===== src/rtl/imem_fetch_unit.sv =====
// imem_fetch_unit: run-time loadable instruction memory with a registered
// valid/ready fetch port (one-cycle latency, one-entry response buffer).
module imem_fetch_unit #(
   parameter int                DATA_W   = 32,
   parameter int                DEPTH    = 64,
   parameter int                ADDR_W   = 8,
   parameter logic [DATA_W-1:0] NOP_WORD = '0
) (
   input  logic              clk,
   input  logic              rstn,
   input  logic              load_start,
   input  logic              load_valid,
   input  logic              load_last,
   input  logic [DATA_W-1:0] load_data,
   output logic              load_done,
   output logic [ADDR_W:0]   prog_len,
   input  logic              fetch_req,
   input  logic [ADDR_W-1:0] fetch_addr,
   output logic              fetch_ready,
   output logic              resp_valid,
   input  logic              resp_ready,
   output logic [DATA_W-1:0] resp_data,
   output logic              resp_err,
   output logic              busy_load
);
   localparam int IDX_W = $clog2(DEPTH);

   typedef enum logic [1:0] {IDLE, LOAD, RUN} state_t;

   state_t            state_q, state_d;
   logic [IDX_W-1:0]  wp_q, wp_d;
   logic [ADDR_W:0]   prog_len_q, prog_len_d;
   logic              load_done_q, load_done_d;
   logic              resp_valid_q, resp_valid_d;
   logic [DATA_W-1:0] resp_data_q, resp_data_d;
   logic              resp_err_q, resp_err_d;
   logic              mem_we;
   logic              in_range;
   logic              wp_last;
   logic [DATA_W-1:0] mem [DEPTH];

   // prog_len never exceeds DEPTH, so in_range also guarantees a legal array index
   assign in_range = {1'b0, fetch_addr} < prog_len_q;
   assign wp_last  = wp_q == IDX_W'(DEPTH - 1);

   always_comb begin
      state_d      = state_q;
      wp_d         = wp_q;
      prog_len_d   = prog_len_q;
      load_done_d  = 1'b0;
      resp_valid_d = resp_valid_q;
      resp_data_d  = resp_data_q;
      resp_err_d   = resp_err_q;
      mem_we       = 1'b0;
      fetch_ready  = (state_q == RUN) && !load_start && (!resp_valid_q || resp_ready);
      if (load_start) begin
         state_d      = LOAD;
         wp_d         = '0;
         resp_valid_d = 1'b0;
      end else if (state_q == LOAD) begin
         if (load_valid) begin
            mem_we = 1'b1;
            wp_d   = wp_q + IDX_W'(1);
            if (load_last || wp_last) begin
               state_d     = RUN;
               prog_len_d  = (ADDR_W + 1)'(wp_q) + (ADDR_W + 1)'(1);
               load_done_d = 1'b1;
            end
         end
      end else if (state_q == RUN) begin
         if (fetch_req && fetch_ready) begin
            resp_valid_d = 1'b1;
            resp_data_d  = in_range ? mem[fetch_addr[IDX_W-1:0]] : NOP_WORD;
            resp_err_d   = !in_range;
         end else if (resp_ready) begin
            resp_valid_d = 1'b0;
         end
      end
   end

   always_ff @(posedge clk or negedge rstn) begin
      if (!rstn) begin
         state_q      <= IDLE;
         wp_q         <= '0;
         prog_len_q   <= '0;
         load_done_q  <= 1'b0;
         resp_valid_q <= 1'b0;
         resp_data_q  <= '0;
         resp_err_q   <= 1'b0;
      end else begin
         state_q      <= state_d;
         wp_q         <= wp_d;
         prog_len_q   <= prog_len_d;
         load_done_q  <= load_done_d;
         resp_valid_q <= resp_valid_d;
         resp_data_q  <= resp_data_d;
         resp_err_q   <= resp_err_d;
      end
   end

   always_ff @(posedge clk) begin
      if (mem_we) mem[wp_q] <= load_data;
   end

   assign load_done  = load_done_q;
   assign prog_len   = prog_len_q;
   assign resp_valid = resp_valid_q;
   assign resp_data  = resp_data_q;
   assign resp_err   = resp_err_q;
   assign busy_load  = state_q == LOAD;
endmodule


===== config.mk =====
export PLATFORM = sky130hd
export DESIGN_NAME = imem_fetch_unit
export DESIGN_NICKNAME = d
export VERILOG_FILES = /design/src/rtl/imem_fetch_unit.sv
export SDC_FILE = /design/constraint.sdc
export NUM_CORES = 2
export LEC_CHECK = 0
export CAP_MARGIN = 20
export CORE_ASPECT_RATIO = 1.25
export CORE_MARGIN = 5
export CORE_UTILIZATION = 62
export DETAILED_ROUTE_END_ITERATION = 8
export PLACE_DENSITY = 0.81
export SETUP_SLACK_MARGIN = 0.3
export SLEW_MARGIN = 20
export SYNTH_ARGS = -nofsm -noshare
export SYNTH_HDL_FRONTEND = slang
export SYNTH_SLANG_ARGS = --single-unit
export TNS_END_PERCENT = 100

===== constraint.sdc =====
create_clock -name clk -period 4.44 [get_ports clk]
set_input_delay 0.888 -clock clk [delete_from_list [all_inputs] [get_ports clk]]
set_output_delay 0.888 -clock clk [all_outputs]
set_load 0.005 [all_outputs]

# == After elaboration in Yosys (flattened, before gate mapping) ==
# Memories as Yosys holds them, arrays and structs flattened.
# Index checks and enable logic that the tools add are counted.
# op_classes
bitwise,2
add_sub_neg,2
n_lt_le_gt_ge,1
n_reduce_logical,18
n_eq_ne,4
mux,22
# ops
cell,count
$mux W32,1
$mux W6,3
$mux W1,14
$lt A8 B9 Y1,1
$mux W2,4
$reduce_and A4 Y1,2
$reduce_bool A2 Y1,4
$add A6 B1 Y7 const B,1
$add A6 B1 Y6 const B,1
$eq A6 B6 Y1 const B,1
$reduce_and A3 Y1,2
$logic_and A1 B1 Y1,3
$logic_not A1 Y1,3
$reduce_bool A3 Y1,1
$eq A2 B1 Y1 const B,1
$eq A2 B2 Y1 const B,1
$logic_or A1 B1 Y1,2
$ne A2 B2 Y1 const B,1
$not A1 Y1,2
$reduce_and A2 Y1,1
# totals
elab_cells,57
ramBits,2048
regBits,52
memories,1
out_inout_bits,46
# memory_table
memory,depth,width,read_ports,rd_clocked_by_memory_dff,wr,line,source
mem,64,32,1,0,1,40,logic [DATA_W-1:0] mem [DEPTH];

# == Logic depth before layout (Yosys ltp) ==
# depth
word_depth,8
ltp_mapped,12
ltp_nobuf,8

# == Least setup slack after synthesis ==
# OpenSTA, ideal clock, no wires.
# synth_path
path_type,input-to-reg
startpoint,input port load_start
endpoint,"memory mem[59][0], enable pin"
arrival_time_ps,3052
cell_stages,4
setup_slack_ps,967
path_buffers,1
required_ps,4019
cell_sequence,clkbuf_1 > nor3_1 > nand3_1 > nor2_1
# synth_between
elab_chain_len,3
# synth_lines
item,line,source
from (decl),11,"input logic load_start,"
$mux W1,56,if (load_start) begin
$mux W1,102,if (mem_we) mem[wp_q] <= load_data;
$mux W1 (implied by the code),102,
to (decl),40,
# No other way between the ends.

# == Worst setup path in the final report ==
# layout_path
startpoint,input port fetch_addr[0]
endpoint,register resp_data_q[15] (netlist: resp_data[15])
# layout_between
elab_chain_len,2
# layout_lines
item,line,source
from (decl),18,"input logic [ADDR_W-1:0] fetch_addr,"
$mem_v2 Z64 W32 or $lt A8 B9 Y1 (tied branches),-,
$mux W32 *,73,resp_data_d = in_range ? mem[fetch_addr[IDX_W-1:0]] : NOP_WORD;
to (signal assigned),96,resp_data_q <= resp_data_d;
to (decl),35,"logic [DATA_W-1:0] resp_data_q, resp_data_d;"
# Every way passes the cells marked *; elsewhere a longest branch is shown, timed or not.
# A chain may end at the register's enable or synchronous reset.

==> run summary <==
Max-cap violations: 0
Crit Path Class: in2reg
Post-Syn Area per Cell: 22.38 µm²
Endpoints failing setup: 0
Crit share post-route: 0.7852
Routed Antenna Nets: 0
Synth Register Bits: 2098
Reg2reg end: resp_data[9]
Final number of hold-violating endpoints: 0
Place WS: 0.1800 ns
TritonRoute pass-1 iters: 8
Crit-path max cell delay: 0.79 ns
Final worst setup slack: 0.9537 ns
Sequential fraction of the synthesis area: 0.7798
Slew @ Worst Pin: 1.236 ns
Crit path max-delay cell type: a221oi_1
Routed WL: 241000 µm
Met2 usage: 0.5490
Sequential cell area: 62750 µm²
Layout cells sized above 1: 0.2824
Skew final: 0.04074 ns
CP delay by family, top: compound AO/OA/AOI/OAI gates
Clk buf depth: 3
Synth top area share: 0.7642
Top cells by area, synth: edfxtp_1, mux4_2, dfrtp_1
# resized after CTS: 0
Start of the worst register-to-register path: prog_len[5]
Clock network power share: 0.405
H-tree Lvls: 4
Worst hold path type: in2async
LEAKAGE: 28.88 nW
Met3 GRT Util: 0.1061
Commonest cells after routing, fill and taps aside: edfxtp_1, mux4_2, buf_4
Sequence of cells on the critical path: buf_8 -> buf_12 -> mux4_2 -> a22o_1 -> a221oi_1 -> o21ai_0 -> a221oi_2 -> o21ai_1
Peak VDD IR: 0.3778 mV
P&R area growth vs syn: 13.33%
# rows: 147
# DRC: 0
Die Span Y: 412.8 µm
Most common cell after layout, fill and taps aside: edfxtp_1
Final nets: 3965
First-pass GRT wire length: 337300 µm
Sequential power share: 0.543
Fin. max-slew vios: 0
Unrepaired setup endpoints after global routing: no
Post-synth EDFFs: 2048
Pwr dens: 440.8 nW/µm²
Routed via count: 43570
Worst path buffer plus inverter count: 2
Tmin final: 3.486 ns
Multi-input logic area: 17020 µm²
Outcome: finished clean
Most used routing layer: met2
Relative slew slack: 0.1762
Post-synth top flop: edfxtp_1
Vias in the first global route: 44190
CP Launch Type: input pin
I/O Buffers: 90
Switch Pwr: 8.593 mW
Cell area after synthesis: 80470 µm²
Fillers: 7029
Global Route met1 Usage: 0.4372
FF-to-FF path depth: 10
IO Count: 93
Initial antenna violation count: 15
Worst Setup End Kind: register
Total gr overflow: 0
Cell variety after synth: 64
Clk slew on worst S/H paths: 0.07 ns
Core Footprint: 128700 µm²
Hold Buf Count CTS: 0
Pint: 31.61 mW
Total track usage: 0.3553
Switching share of total power: 0.2138
Via-to-Cell Ratio: 7.533
Clock latency on the worst-skew pair: 0.85 ns
Final HPWL DP: 133300 µm
Synthesized instance count: 3596
Initial Util: 0.6250
Synth area leader: edfxtp_1
CTS buffer count: 183
Clock Sink Count: 2098
Comb pwr share: 0.052
Critical path fanouts, max: 49
TritonCTS clock tree: yes
GPL Wtd Cong: 0.8722
Internal reg-to-reg setup slack: 1.00 ns
Routed WL per cell: 41.66 µm
Initial DRC Count: 7721
Post-synth ARST share: 0.02383
Ys Warns: 0
Die Wd: 332.2 µm
Worst path arrival time: 4.15 ns
Largest net degree at the start of global routing: 105
Achievable frequency: 286.8 MHz
WP data required: 5.10 ns
Sum Neg Setup Slack: 0 ns
Total Die Area: 137100 µm²
Post-CTS setup repair buffer count: 0
Root buffer cell: clkbuf_16
-- flip-flops by register name (all words and copies together), names as in the netlist --
register / count
mem: 2048
state_q: 2
resp_err: 1
wp_q: 6
prog_len: 7
load_done: 1
resp_data: 32
resp_valid: 1
-- how the worst max path moves through the flow --
stage	cells after the start	start	slack, ns	endpoint
finish	8	fetch_addr[0]	0.95	resp_data[15]
global route	4	load_start	0.99	fetch_ready
CTS	8	fetch_addr[0]	1.06	resp_data[15]
detailed placement	8	fetch_addr[0]	0.18	resp_data[15]
global placement	8	fetch_addr[0]	0.26	resp_data[18]
floorplan	4	load_start	0.97	mem[59][0]
-- metrics by stage --
stage,instances,utilization,total power [mW],hold WS (ns),cell area [µm²]
after floorplan,3597,-,23.27,0.4793,80470
after global placement,5438,0.6605,24.19,0.5319,85040
after detailed placement,5438,0.6605,24.25,0.5547,85040
after CTS,5777,0.7076,40.19,0.2250,91100
after global routing,5779,0.7082,41.18,0.2655,91180
final,5784,0.7083,40.20,0.2606,91200
-- power by group through the flow --
stage / Clock, mW / Combinational [mW] / Sequential [mW]
after floorplan: 0 / 1.04 / 22.2
after global placement: 0 / 1.94 / 22.3
after detailed placement: 0 / 1.99 / 22.3
after CTS: 16.3 / 2.04 / 21.8
after global routing: 17.2 / 2.15 / 21.8
final: 16.3 / 2.09 / 21.8
-- layer usage --
metal  share of wire  vias to the layer above
met1            0.29                    21910
met5         0.00046                        -
li1                -                    15860
met2            0.46                     4545
met4           0.096                       16
met3            0.15                     1232
-- synth_stat cells, drive strengths merged (2+ instances only) --
| library cell | number |
|---|---|
| nand4 | 17 |
| o31ai | 3 |
| or2 | 4 |
| mux2 | 7 |
| inv | 14 |
| a22oi | 69 |
| a221o | 4 |
| xnor2 | 3 |
| a31oi | 13 |
| a32o | 3 |
| a211oi | 7 |
| a2bb2oi | 2 |
| nand2b | 4 |
| o21ai | 50 |
| a221oi | 32 |
| nand3 | 40 |
| or3 | 7 |
| buf | 133 |
| o22ai | 18 |
| and3 | 8 |
| ha | 7 |
| edfxtp | 2048 |
| dfrtp | 50 |
| nor4 | 3 |
| mux4 | 514 |
| nand3b | 2 |
| a32oi | 22 |
| or3b | 2 |
| nor2 | 113 |
| clkbuf | 63 |
| mux2i | 100 |
| nor4b | 2 |
| and2 | 5 |
| nand2 | 122 |
| o211ai | 10 |
| nor3 | 4 |
| a311oi | 4 |
| xor2 | 4 |
| o2111ai | 2 |
| nor2b | 18 |
| a21oi | 42 |
| a22o | 8 |
| and4 | 4 |
-- cell families after synthesis --
group	share of synthesized area
flops	0.7798
mux	0.1573
simple gates	0.02015
compound gates	0.02600
buf+inv	0.01490
fa+ha+maj	0.001088
xor+xnor	0.0007619
other cells	0.00004660
-- layout make-up --
cell class                      instances  share of cell area
Clock inverter                         85            0.009851
Clock buffer                          254             0.05661
Sequential cell                      2098              0.6881
Tap cell                             1713             0.02350
Antenna cell                            6           0.0001646
Multi-Input combinational cell       1289              0.1866
Timing Repair Buffer                  325             0.03455
Inverter                               14           0.0005900
Note: power is estimated with default switching activity, not from simulation.
